===== config.mk =====
export PLATFORM = sky130hd
export DESIGN_NAME = vga_scan_timing
export DESIGN_NICKNAME = d
export VERILOG_FILES = /design/src/rtl/vga_scan_timing.sv
export SDC_FILE = /design/constraint.sdc
export NUM_CORES = 1
export LEC_CHECK = 0
export ABC_AREA = 1
export CORE_ASPECT_RATIO = 1.2
export CORE_MARGIN = 8
export CORE_UTILIZATION = 24
export CTS_BUF_LIST = sky130_fd_sc_hd__clkbuf_4 sky130_fd_sc_hd__clkbuf_8
export DETAILED_ROUTE_END_ITERATION = 16
export DONT_BUFFER_PORTS = 1
export SKIP_CTS_REPAIR_TIMING = 1
export SLEW_MARGIN = 10
export SYNTH_ARGS = -nofsm -noshare
export SYNTH_HDL_FRONTEND = slang
export SYNTH_SLANG_ARGS = --single-unit

===== constraint.sdc =====
create_clock -name clk -period 1.8 [get_ports clk]
set_input_delay 0.36 -clock clk [delete_from_list [all_inputs] [get_ports clk]]
set_output_delay 0.36 -clock clk [all_outputs]
set_load 0.01 [all_outputs]

===== src/rtl/vga_scan_timing.sv =====
// Raster scan generator and registered VGA output stage.
// row/col drive the pixel pipeline; the returned RGB is registered with HS/VS/BLANK_N one pixel later.
module vga_scan_timing #(
    parameter int   H_ACTIVE = 640,
    parameter int   H_FP     = 16,
    parameter int   H_SYNC   = 96,
    parameter int   H_BP     = 48,
    parameter int   V_ACTIVE = 480,
    parameter int   V_FP     = 10,
    parameter int   V_SYNC   = 2,
    parameter int   V_BP     = 33,
    parameter logic SYNC_POL = 1'b0
) (
    input  logic        clk,
    input  logic        rst,
    input  logic        pix_en,
    output logic [12:0] row,
    output logic [12:0] col,
    output logic        active,
    input  logic [7:0]  i_VGA_R,
    input  logic [7:0]  i_VGA_G,
    input  logic [7:0]  i_VGA_B,
    output logic [7:0]  o_VGA_R,
    output logic [7:0]  o_VGA_G,
    output logic [7:0]  o_VGA_B,
    output logic        o_VGA_HS,
    output logic        o_VGA_VS,
    output logic        o_VGA_BLANK_N,
    output logic        frame_start,
    output logic        line_start
);

    localparam logic [12:0] H_ACT    = 13'(H_ACTIVE);
    localparam logic [12:0] V_ACT    = 13'(V_ACTIVE);
    localparam logic [12:0] H_TOTAL  = 13'(H_ACTIVE + H_FP + H_SYNC + H_BP);
    localparam logic [12:0] V_TOTAL  = 13'(V_ACTIVE + V_FP + V_SYNC + V_BP);
    localparam logic [12:0] HS_START = 13'(H_ACTIVE + H_FP);
    localparam logic [12:0] HS_END   = 13'(H_ACTIVE + H_FP + H_SYNC);
    localparam logic [12:0] VS_START = 13'(V_ACTIVE + V_FP);
    localparam logic [12:0] VS_END   = 13'(V_ACTIVE + V_FP + V_SYNC);

    logic [12:0] r_row;
    logic [12:0] r_col;
    logic [7:0]  r_red;
    logic [7:0]  r_grn;
    logic [7:0]  r_blu;
    logic        r_hs;
    logic        r_vs;
    logic        r_blank_n;
    logic        r_frame_start;
    logic        r_line_start;

    logic        w_col_last;
    logic        w_row_last;
    logic        w_active;
    logic        w_hs_on;
    logic        w_vs_on;
    logic        w_origin;

    // >= rather than == keeps the counters bounded even from an unexpected value
    assign w_col_last = (r_col >= H_TOTAL - 13'd1);
    assign w_row_last = (r_row >= V_TOTAL - 13'd1);
    assign w_active   = (r_col < H_ACT) && (r_row < V_ACT);
    assign w_hs_on    = (r_col >= HS_START) && (r_col < HS_END);
    assign w_vs_on    = (r_row >= VS_START) && (r_row < VS_END);
    assign w_origin   = (r_row == 13'd0) && (r_col == 13'd0);

    always_ff @(posedge clk) begin
        if (rst) begin
            r_row <= 13'd0;
            r_col <= 13'd0;
        end else if (pix_en) begin
            if (w_col_last) begin
                r_col <= 13'd0;
                r_row <= w_row_last ? 13'd0 : r_row + 13'd1;
            end else begin
                r_col <= r_col + 13'd1;
            end
        end
    end

    // Output stage samples the coordinates that are leaving stage 0 on this edge
    always_ff @(posedge clk) begin
        if (rst) begin
            r_red         <= 8'd0;
            r_grn         <= 8'd0;
            r_blu         <= 8'd0;
            r_hs          <= ~SYNC_POL;
            r_vs          <= ~SYNC_POL;
            r_blank_n     <= 1'b0;
            r_frame_start <= 1'b0;
            r_line_start  <= 1'b0;
        end else if (pix_en) begin
            r_red         <= w_active ? i_VGA_R : 8'd0;
            r_grn         <= w_active ? i_VGA_G : 8'd0;
            r_blu         <= w_active ? i_VGA_B : 8'd0;
            r_hs          <= w_hs_on ? SYNC_POL : ~SYNC_POL;
            r_vs          <= w_vs_on ? SYNC_POL : ~SYNC_POL;
            r_blank_n     <= w_active;
            r_frame_start <= w_origin;
            r_line_start  <= (r_col == 13'd0);
        end else begin
            r_frame_start <= 1'b0;
            r_line_start  <= 1'b0;
        end
    end

    assign row           = r_row;
    assign col           = r_col;
    assign active        = w_active;
    assign o_VGA_R       = r_red;
    assign o_VGA_G       = r_grn;
    assign o_VGA_B       = r_blu;
    assign o_VGA_HS      = r_hs;
    assign o_VGA_VS      = r_vs;
    assign o_VGA_BLANK_N = r_blank_n;
    assign frame_start   = r_frame_start;
    assign line_start    = r_line_start;

endmodule


=== Word level (Yosys, flattened, before mapping) ===
Index checks and enable logic that the tools add are counted.

* Register bits: 55
* ROM bits: 0
* RAM bits: 0
* Bits of input ports: 27
* Bits in latches: 0
* Logic and storage cells: 36
* Memories kept: 0

* $lt $le $gt $ge: 8
* Muxes and demuxes: 7
* Shift operators: 0
* Add/sub/neg operators: 2
* Div/mod/pow operators: 0
* Reductions and logical operators: 8
* Multiply operators: 0
* Bitwise logic cells: 1
* Eq/ne operators: 0

{| class="wikitable"
|+ Operators by type and width
! cell !! count
|-
| $ge 13x10->1 const B || 3
|-
| $add 13x1->13 const B || 2
|-
| $logic_not 13->1 || 2
|-
| $lt 13x10->1 const B || 2
|-
| $lt 13x9->1 const B || 2
|-
| $mux 13 || 2
|-
| $mux 8 || 3
|-
| $ge 13x9->1 const B || 1
|-
| $logic_and 1x1->1 || 4
|-
| $mux 1 || 2
|-
| $reduce_and 2->1 || 1
|-
| $reduce_or 2->1 || 1
|-
| $not 1->1 || 1
|}

=== Logic depth before layout (Yosys ltp) ===
Gate-level depths: netlist of run 1.

* Depth in word-level cells: 3
* Gate-level depth with buffers: 12

=== Worst setup path before layout of run 1 ===
Ideal clock, no wire load.

* Path type: reg-to-reg
* From: reg r_col[0], in the netlist col[0]
* To: reg r_col[9], in the netlist col[9]
* Stages on the path, launching flop included: 12
* Data arrival time: 1282 ps
* Buffers on the path: 1
* Required time: 1683 ps
* Path slack: 401 ps
* Path through: dfxtp_1 > ha_1 > nand2_1 > inv_1 > nand2_1 > nand3_1 > nand2_1 > nand2_2 > nand2_4 > nand2_4 > buf_6 > a21oi_1

* Longest elaborated chain between the ends: 2
* Elaborated cells on any way between the ends: 3
* Classes of those cells: 1 x add/sub; 1 x order compare; 1 x mux

{| class="wikitable"
|+ Ends and longest elaborated chain
! what !! RTL line !! source
|-
| start, declared || 43 || <nowiki>logic [12:0] r_col;</nowiki>
|-
| start signal, assigned || 77 || <nowiki>r_col <= r_col + 13'd1;</nowiki>
|-
| $add 13x1->13 / $ge 13x10->1 (equally long branches) || 77, 61 ||
|-
| $mux 13 * || 73 || <nowiki>if (w_col_last) begin</nowiki>
|}

Mark *: on every way between the ends. The rest lies on a longest branch, timed or not.
A chain may end at the register's enable or synchronous reset.

=== Worst setup path after layout of run 1 ===
* From: reg r_row[7], in the netlist row[7]
* To: out active

* Longest elaborated chain between the ends: 2

{| class="wikitable"
|+ Ends and longest elaborated chain
! what !! RTL line !! source
|-
| start, declared || 42 || <nowiki>logic [12:0] r_row;</nowiki>
|-
| start signal, assigned || 75 || <nowiki>r_row <= w_row_last ? 13'd0 : r_row + 13'd1;</nowiki>
|-
| $lt 13x9->1 || 63 || <nowiki>assign w_active = (r_col < H_ACT) && (r_row < V_ACT);</nowiki>
|-
| $logic_and 1x1->1 || 63 ||
|-
| end, declared || 19 || <nowiki>output logic active,</nowiki>
|}

No other way between the ends.

==> results of run 1 <==
-- power by group through the flow --
stage | clock [mW] | sequential [mW] | combinational, mW
floorplan | 0 | 1.32 | 0.105
global placement | 0 | 1.33 | 0.111
detailed placement | 0 | 1.33 | 0.115
CTS | 0.808 | 1.31 | 0.115
global route | 0.858 | 1.31 | 0.130
finish | 0.755 | 1.30 | 0.113
-- state kept, by name, summed over array words and instances, names as in the netlist --
register       flops
o_VGA_BLANK_N      1
o_VGA_VS           1
row               13
col               13
o_VGA_HS           1
line_start         1
o_VGA_R            8
o_VGA_B            8
o_VGA_G            8
frame_start        1
-- routing by layer --
layer  wire length [um]  part of all wire
met1               2600              0.38
met2               3650              0.53
met4                 85             0.012
met5                  0                 0
met3                584             0.084
-- cell usage after synthesis (2+ instances only) --
master    instances  area share
nand2_1         104        0.16
dfxtp_1          55        0.44
inv_1            40       0.060
a21oi_1          33       0.066
nor2_1           33       0.050
nand3_1          25       0.050
o21ai_0          10       0.020
nor3_1            9       0.018
clkbuf_1          6      0.0090
xor2_1            5       0.018
ha_1              4       0.020
buf_6             3       0.014
nand2_2           3      0.0075
nand2_4           2      0.0090
nand3_2           2      0.0080
nor2_4            2      0.0090
nor3_2            2      0.0080
nor4_1            2      0.0050
-- stage by stage --
| stage | util | setup slack, ns | hold WS (ns) | setup TNS (ns) | instance area [um2] |
|---|---|---|---|---|---|
| finish | 0.272 | 0.134 | 0.111 | 0 | 2800 |
| global route | 0.272 | 0.0156 | 0.0709 | 0 | 2800 |
| CTS | 0.269 | -0.0484 | 0.0821 | -0.0484 | 2780 |
| detailed placement | 0.259 | 0.175 | 0.435 | 0 | 2670 |
| global placement | 0.259 | 0.195 | 0.433 | 0 | 2670 |
| floorplan | - | 0.401 | 0.465 | 0 | 2500 |
-- cell families after synthesis --
group,share of synthesized area
AOI/OAI and AO/OA,0.0897
xor gates and xnor gates,0.0175
adders and majority gates,0.0200
buffers and inverters,0.0967
DFF,0.441
and+or+nand+nor,0.335
-- worst max path at each step --
stage | from | to | cells past startpoint
global route | row[11] | active | 5
detailed placement | col[1] | row[3] | 12
floorplan | col[0] | col[9] | 11
global placement | col[1] | row[6] | 12
CTS | row[5] | active | 5
finish | row[7] | active | 5
-- critical path, cell delays in order (launching register included) --
cell     delay [ns]
dfxtp_2        0.39
inv_1          0.10
nor3_4         0.22
nor2_1         0.07
nand2_1        0.14
inv_2          0.07
-- cell type report --
type	count	area share
Clock inverter	1	0.00268
Timing Repair Buffer	12	0.0366
Multi-Input combinational cell	241	0.418
Clock buffer	7	0.0344
Sequential cell	55	0.396
Tap cell	129	0.0576
Inverter	41	0.0549
==> run summary, run 1 <==
Worst path required time -> 1.44 ns
# nets final -> 387
Ys async rst share -> 0
Yosys reg bits -> 55
Drt wl/cell -> 14.3 um
Register area share after synthesis -> 0.441
Synthesized Nets -> 381
Clk pin slew, worst setup/hold paths -> 0.10 ns
Reg2reg start -> row[3]
Initial DRC Count -> 101
Via count -> 2182
Vias in the first global route -> 2225
Clock latency on the worst-skew pair -> 0.31 ns
I/O Buffers -> 0
Min-delay worst type -> input port to flop
Met2 Resource Use GR -> 0.177
Slew Viols, Final -> 0
Fillers -> 1124
Total gr overflow -> 0
Final setup fails -> 0
Hold wc startpoint -> rst
Mapped Area -> 2500 um2
Ports -> 83
Max IR drop VDD -> 0.293 mV
Routability Congestion -> 0.858
Vias per inst -> 4.49
Htree depth -> 2
Layout Cells excl Fill -> 486
Antenna diodes -> 0
First-pass GRT wire length -> 11.0 mm
Core box area -> 10300 um2
Power Density -> 774 nW/um2
Root Buffer -> clkbuf_8
Gr busiest metal -> met2
WHS Path Cells -> 1
Period utilisation layout -> 0.926
Drt pass-1 iters -> 4
Final Skew -> 0.0110 ns
Clock power frac -> 0.348
Syn avg cell area -> 7.14 um2
Most frequent cells in the layout -> nand2_1, dfxtp_1, inv_1
Primary FF master, synth -> dfxtp_1
Status -> complete, no violations
Met3 usage -> 0.0367
Initial Util -> 0.242
Seq. cell area -> 1110 um2
Cts bufs inserted -> 5
CP Capture Type -> output pin
GRT Total Usage -> 0.101
Gate power share -> 0.052
F_max -> 600 MHz
Die X -> 109 um
Synth Instances -> 350
Worst R2R Setup Slack -> 0.23 ns
Post-route minimum period -> 1.67 ns
Arrival time worst endpoint -> 1.31 ns
Clk buf depth -> 2
Worst-Margin Slew -> 0.367 ns
Synth-to-layout area growth -> 12.3%
Number of cell rows -> 41
Most common cell after layout, fill and taps aside -> nand2_1
Fin. Hold Viols -> 0
DP Cell Count -> 478
Sw Ratio -> 0.240
Critical R2R Capture -> row[1]
Post-synth EDFFs -> 0
Final ANT Viol Nets -> 0
Number of synthesis warnings -> 0
Initial antenna violation count -> 0
Max-cap violations -> 0
Largest net degree at the start of global routing -> 36
Clock sinks -> 55
Cell Int Power -> 1.65 mW
Area occupied by multi-input gates -> 1170 um2
Critical path class -> flop to output pin
Startpoint types -> flop
Critical path peak fanout -> 6
Die Y-Extent -> 128 um
Worst-case hold path end point -> o_VGA_G[7]
Synth cell types -> 28
Leakage -> 1.19 nW
Share of layout cells above drive strength 1 -> 0.126
RSZ-0062 raised after global routing -> false
Sequential share of power -> 0.600
Power, Total -> 2.17 mW
Relative slew slack -> 0.754
Dpl hpwl -> 5.27 mm
Switching Power -> 0.521 mW
Die footprint -> 13900 um2
CTS tree -> done
Reg2reg path depth -> 9
Drt drc -> 0
Met1 usage -> 0.105
Routed wire length -> 6.93 mm
Note: power is estimated with default switching activity, not from simulation.
==> inputs of run 2 (changes only) <==
clock period = 1.61 ns   (was 1.8 ns; I/O delays follow)
==> run 2 against run 1 <==
Effect of this change:
- the flow now finishes with violations (setup timing)
- power up 11%
- sequential cell count stayed put
- sequential power increased by 12%
- critical path depth did not move
- register-to-register slack lost 0.12 ns
- combinational power up 17%
- wire length is 1.2% higher
- critical endpoint unchanged
- largest cell class unchanged
- highest routed layer unchanged
==> run summary, run 2 (synthesis gave the netlist of run 1 again) <==
Status -> finished with violations
Failing checks -> setup timing
Setup WS pre-CTS -> 0.0761 ns (-0.0985 ns)
F_max -> 621 MHz
Sw Ratio -> 0.256 (+0.0162)
Die footprint -> 13900 um2 (unchanged)
Clock sinks -> 55 (unchanged)
First-pass GRT wire length -> 11.6 mm (+5.3%)
# nets final -> 407 (+5.2%)
Post-route minimum period -> 1.61 ns
Max-cap violations -> 0 (unchanged)
Clk buf depth -> 2 (unchanged)
Max IR drop VDD -> 0.282 mV (-3.8%)
Met2 Resource Use GR -> 0.186 (+0.00822)
CTS tree -> done
I/O Buffers -> 0 (unchanged)
Final core occ -> 0.286 (+0.0144)
Total gr overflow -> 0 (unchanged)
Initial Util -> 0.242 (unchanged)
Vias per inst -> 4.39 (-2.3%)
Synth-to-layout area growth -> 18.2%
GRT Total Usage -> 0.105 (+0.00364)
Final setup fails -> 1 (+1)
Routed wire length -> 7.01 mm (+1.2%)
Cts bufs inserted -> 5 (unchanged)
Cell Int Power -> 1.79 mW (+8.4%)
Gr busiest metal -> met2
Initial DRC Count -> 86 (-15%)
Clk pin slew, worst setup/hold paths -> 0.11 ns (about the same)
Setup crit start -> row[7]
Setup TNS -> -0.00148 ns (-0.00148 ns)
Arrival time worst endpoint -> 1.29 ns (-0.02 ns)
Final setup margin -> -0.00148 ns (-0.135 ns)
Final ANT Viol Nets -> 0 (unchanged)
Gate power share -> 0.055 (+0.003)
Clock latency on the worst-skew pair -> 0.32 ns (about the same)
Final Skew -> 0.0161 ns (+0.00515 ns)
Worst path required time -> 1.29 ns (-0.15 ns)
CP Capture Type -> output pin
Sequential share of power -> 0.605 (+0.005)
Routability Congestion -> 0.934 (+8.8%)
Ports -> 83 (unchanged)
Number of cell rows -> 41 (unchanged)
Met3 usage -> 0.0367 (unchanged)
RSZ-0062 raised after global routing -> true
Dpl hpwl -> 5.35 mm (+1.6%)
Most common cell after layout, fill and taps aside -> nand2_1
Core box area -> 10300 um2 (unchanged)
Leakage -> 1.28 nW (+8.0%)
Antenna diodes -> 0 (unchanged)
Final instance area -> 2950 um2 (+5.3%)
Fin. Hold Viols -> 0 (unchanged)
Critical path peak fanout -> 6 (unchanged)
Via count -> 2219 (+1.7%)
Die X -> 109 um (unchanged)
Slew Viols, Final -> 0 (unchanged)
Met1 usage -> 0.110 (+0.00420)
Most frequent cells in the layout -> nand2_1, dfxtp_1, inv_1
Reg2reg start -> col[0]
Drt pass-1 iters -> 6 (+2)
Root Buffer -> clkbuf_8
Htree depth -> 2 (unchanged)
Initial antenna violation count -> 0 (unchanged)
Drt wl/cell -> 13.9 um (-2.8%)
Critical path class -> flop to output pin
Largest net degree at the start of global routing -> 36 (unchanged)
Clock power frac -> 0.340 (-0.008)
Min-delay worst type -> input port to flop
Die Y-Extent -> 128 um (unchanged)
Period utilisation layout -> 1.00
Share of layout cells above drive strength 1 -> 0.170 (+0.0437)
Power Density -> 814 nW/um2 (+5.2%)
Hold wc startpoint -> rst
Switching Power -> 0.616 mW (+18%)
Worst-Margin Slew -> 0.398 ns (+0.0304 ns)
Startpoint types -> flop
Vias in the first global route -> 2306 (+3.6%)
Area after DPL -> 2820 um2 (+5.6%)
Drt drc -> 0 (unchanged)
WHS -> 0.0636 ns (-0.0472 ns)
Relative slew slack -> 0.735 (-0.0197)
## run 2: cell count changes in the layout (fill, tap and decap cells not counted), sizes merged
cell and change:
buf +20, clkbuf -1, inv +1
## run 2: power by group through the flow
stage | Combinational [mW] | Clock (mW) | Sequential (mW)
5_1_grt | 0.153 | 0.918 | 1.46
6_report | 0.132 | 0.817 | 1.45
3_5_place_dp | 0.133 | 0 | 1.49
3_3_place_gp | 0.128 | 0 | 1.49
2_1_floorplan | 0.118 | 0 | 1.48
4_1_cts | 0.132 | 0.866 | 1.46
## run 2: per-layer routing
metal  vias up  part of all wire
met1       990              0.39
met4         0             0.017
met5         -                 0
met3         8             0.074
li1       1158                 -
met2        63              0.52
## run 2: path summary, 6_finish.rpt
path,to,slack [ns],cells past startpoint
max,active,-0.001,5
min,col[10],0.06,1
max reg2reg,col[2],0.11,10
min reg2reg,col[11],0.46,2
## run 2: cell type report
| cell class | instances | area, um2 |
|---|---|---|
| clock buffer | 6 | 76.3 |
| clock inverter | 2 | 16.3 |
| fill | 1114 | 7360 |
| inverter | 41 | 154 |
| multi-input combinational | 241 | 1180 |
| sequential | 55 | 1110 |
| tap | 129 | 161 |
| timing repair buffer | 32 | 256 |
## run 2: per-stage QoR
| stage | total power [mW] | cells |
|---|---|---|
| after detailed placement | 1.62 | 498 |
| after CTS | 2.46 | 506 |
| final | 2.40 | 506 |
| after global routing | 2.53 | 506 |
| after floorplan | 1.60 | 350 |
| after global placement | 1.62 | 498 |
## run 2: worst max-delay path: stages (launching register included)
cell	delay (ns)
dfxtp_4	0.39
inv_1	0.08
nor3_4	0.25
nor2_1	0.08
nand2_2	0.10
inv_2	0.07
==> inputs of run 3 (changes only) <==
CTS_BUF_LIST = sky130_fd_sc_hd__clkbuf_4   (was sky130_fd_sc_hd__clkbuf_4 sky130_fd_sc_hd__clkbuf_8)
MAX_ROUTING_LAYER = met4   (was unset)
==> run 3 against run 2 <==
Effect of this change:
- the run now ends clean
- final cell count up 1.8%
- hold slack worse by 0.027 ns
- critical path depth unchanged
- register-to-register slack better by 0.02 ns
- sequential power about the same
- critical path type unchanged
- critical endpoint unchanged
- highest routed layer unchanged
==> run summary, run 3 (synthesis gave the netlist of run 1 again) <==
Slowest stage delay, CP -> 0.41 ns (+0.02 ns)
Final setup fails -> 0 (-1)
Max IR drop VDD -> 0.256 mV (-9.3%)
Share of layout cells above drive strength 1 -> 0.197 (+0.0276)
Ports -> 83 (unchanged)
Vias per inst -> 4.46 (+1.7%)
Cts bufs inserted -> 5 (unchanged)
Number of cell rows -> 41 (unchanged)
Synth-to-layout area growth -> 20.9%
Largest net degree at the start of global routing -> 36 (unchanged)
# nets final -> 415 (+2.0%)
Htree depth -> 2 (unchanged)
Layout Cells excl Fill -> 515 (+1.8%)
Period utilisation layout -> 1.00 (-0.00127)
Vias in the first global route -> 2294 (-0.52%)
Dpl hpwl -> 5.47 mm (+2.2%)
Relative slew slack -> 0.737 (+0.00261)
Status -> complete, no violations
Power Density -> 745 nW/um2 (-8.5%)
Slew Viols, Final -> 0 (unchanged)
F_max -> 621 MHz (+0.13%)
Final Skew -> 0.0172 ns (+0.00112 ns)
First-pass GRT wire length -> 11.3 mm (-2.3%)
CP Buf/Inv Count -> 1 (-1)
Worst-Margin Slew -> 0.394 ns (-0.00391 ns)
Cells along the critical path -> nand2_4, nor3_4, nor2_1, nand2_2, inv_2
DP Cell Count -> 501 (+0.60%)
Fin. Hold Viols -> 0 (unchanged)
Final core occ -> 0.293 (+0.00655)
Drt wl/cell -> 14.2 um (+2.4%)
Most common cell after layout, fill and taps aside -> nand2_1
Drt drc -> 0 (unchanged)
Slowest-stage cell, CP -> dfxtp_4
Critical path peak fanout -> 4 (-2)
Via count -> 2296 (+3.5%)
Area occupied by multi-input gates -> 1200 um2 (+1.5%)
Clk pin slew, worst setup/hold paths -> 0.16 ns (+0.05 ns)
Min-delay worst type -> input port to flop
Fillers -> 1126 (+1.1%)
Initial DRC Count -> 104 (+21%)
Clk buf depth -> 2 (unchanged)
Most frequent cells in the layout -> nand2_1, dfxtp_1, inv_1
GRT Total Usage -> 0.106 (+0.00148)
Final ANT Viol Nets -> 0 (unchanged)
Routability Congestion -> 0.917 (-1.8%)
I/O Buffers -> 0 (unchanged)
Drt pass-1 iters -> 4 (-2)
Initial antenna violation count -> 1 (+1)
Max-cap violations -> 0 (unchanged)
Total gr overflow -> 0 (unchanged)
Clock latency on the worst-skew pair -> 0.38 ns (+0.06 ns)
Seq. cell area -> 1120 um2 (+0.68%)
Worst path required time -> 1.29 ns (about the same)
Die Y-Extent -> 128 um (unchanged)
CTS tree -> done
Initial Util -> 0.242 (unchanged)
Core box area -> 10300 um2 (unchanged)
Critical path class -> flop to output pin
CP Capture Type -> output pin
RSZ-0062 raised after global routing -> true
Post-route minimum period -> 1.61 ns (-0.00204 ns)
Leakage -> 1.34 nW (+4.9%)
Die footprint -> 13900 um2 (unchanged)
Startpoint types -> flop
Die X -> 109 um (unchanged)
Crit-path leading delay family -> simple AND/OR/NAND/NOR gates
Clock sinks -> 55 (unchanged)
Routed wire length -> 7.31 mm (+4.3%)
Root Buffer -> clkbuf_4
Arrival time worst endpoint -> 1.29 ns (about the same)
## run 3: area by class of cell
class / instances / area share
multi-input combinational: 241 / 0.396
sequential: 55 / 0.370
timing repair buffer: 40 / 0.110
tap: 129 / 0.0534
inverter: 41 / 0.0510
clock buffer: 7 / 0.0174
clock inverter: 1 / 0.00166
antenna: 1 / 0.000828
## run 3: stage by stage
step	total power, mW	cell area, um2	hold slack [ns]	setup TNS [ns]	worst slack, ns
3_5_place_dp	1.63	2850	0.396	0	0.0922
4_1_cts	2.27	2900	-0.0499	-0.296	-0.296
6_report	2.25	3020	0.0361	0	0.000559
2_1_floorplan	1.60	2500	0.465	0	0.211
3_3_place_gp	1.62	2850	0.395	0	0.0949
5_1_grt	2.37	3020	0.0304	-0.156	-0.115
## run 3: per-layer routing
metal / GRT usage / part of all wire
met1: 0.108 / 0.39
met4: 0.0452 / 0.021
met3: 0.0312 / 0.073
met2: 0.186 / 0.52
met5: - / 0
## run 3: report_power, final
part | switching [mW] | internal, mW | leakage [nW] | total, mW
sequential | 0.0517 | 1.40 | 0.452 | 1.45
clock | 0.433 | 0.205 | 0.0361 | 0.638
combinational | 0.0959 | 0.0627 | 0.854 | 0.159
## run 3: path summary, 6_finish.rpt
path / start / end / slack, ns / depth (start not counted)
max: row[5] / active / 0.0006 / 5
min: rst / o_VGA_HS / 0.04 / 2
max reg2reg: col[0] / row[5] / 0.13 / 12
min reg2reg: col[12] / col[12] / 0.49 / 2
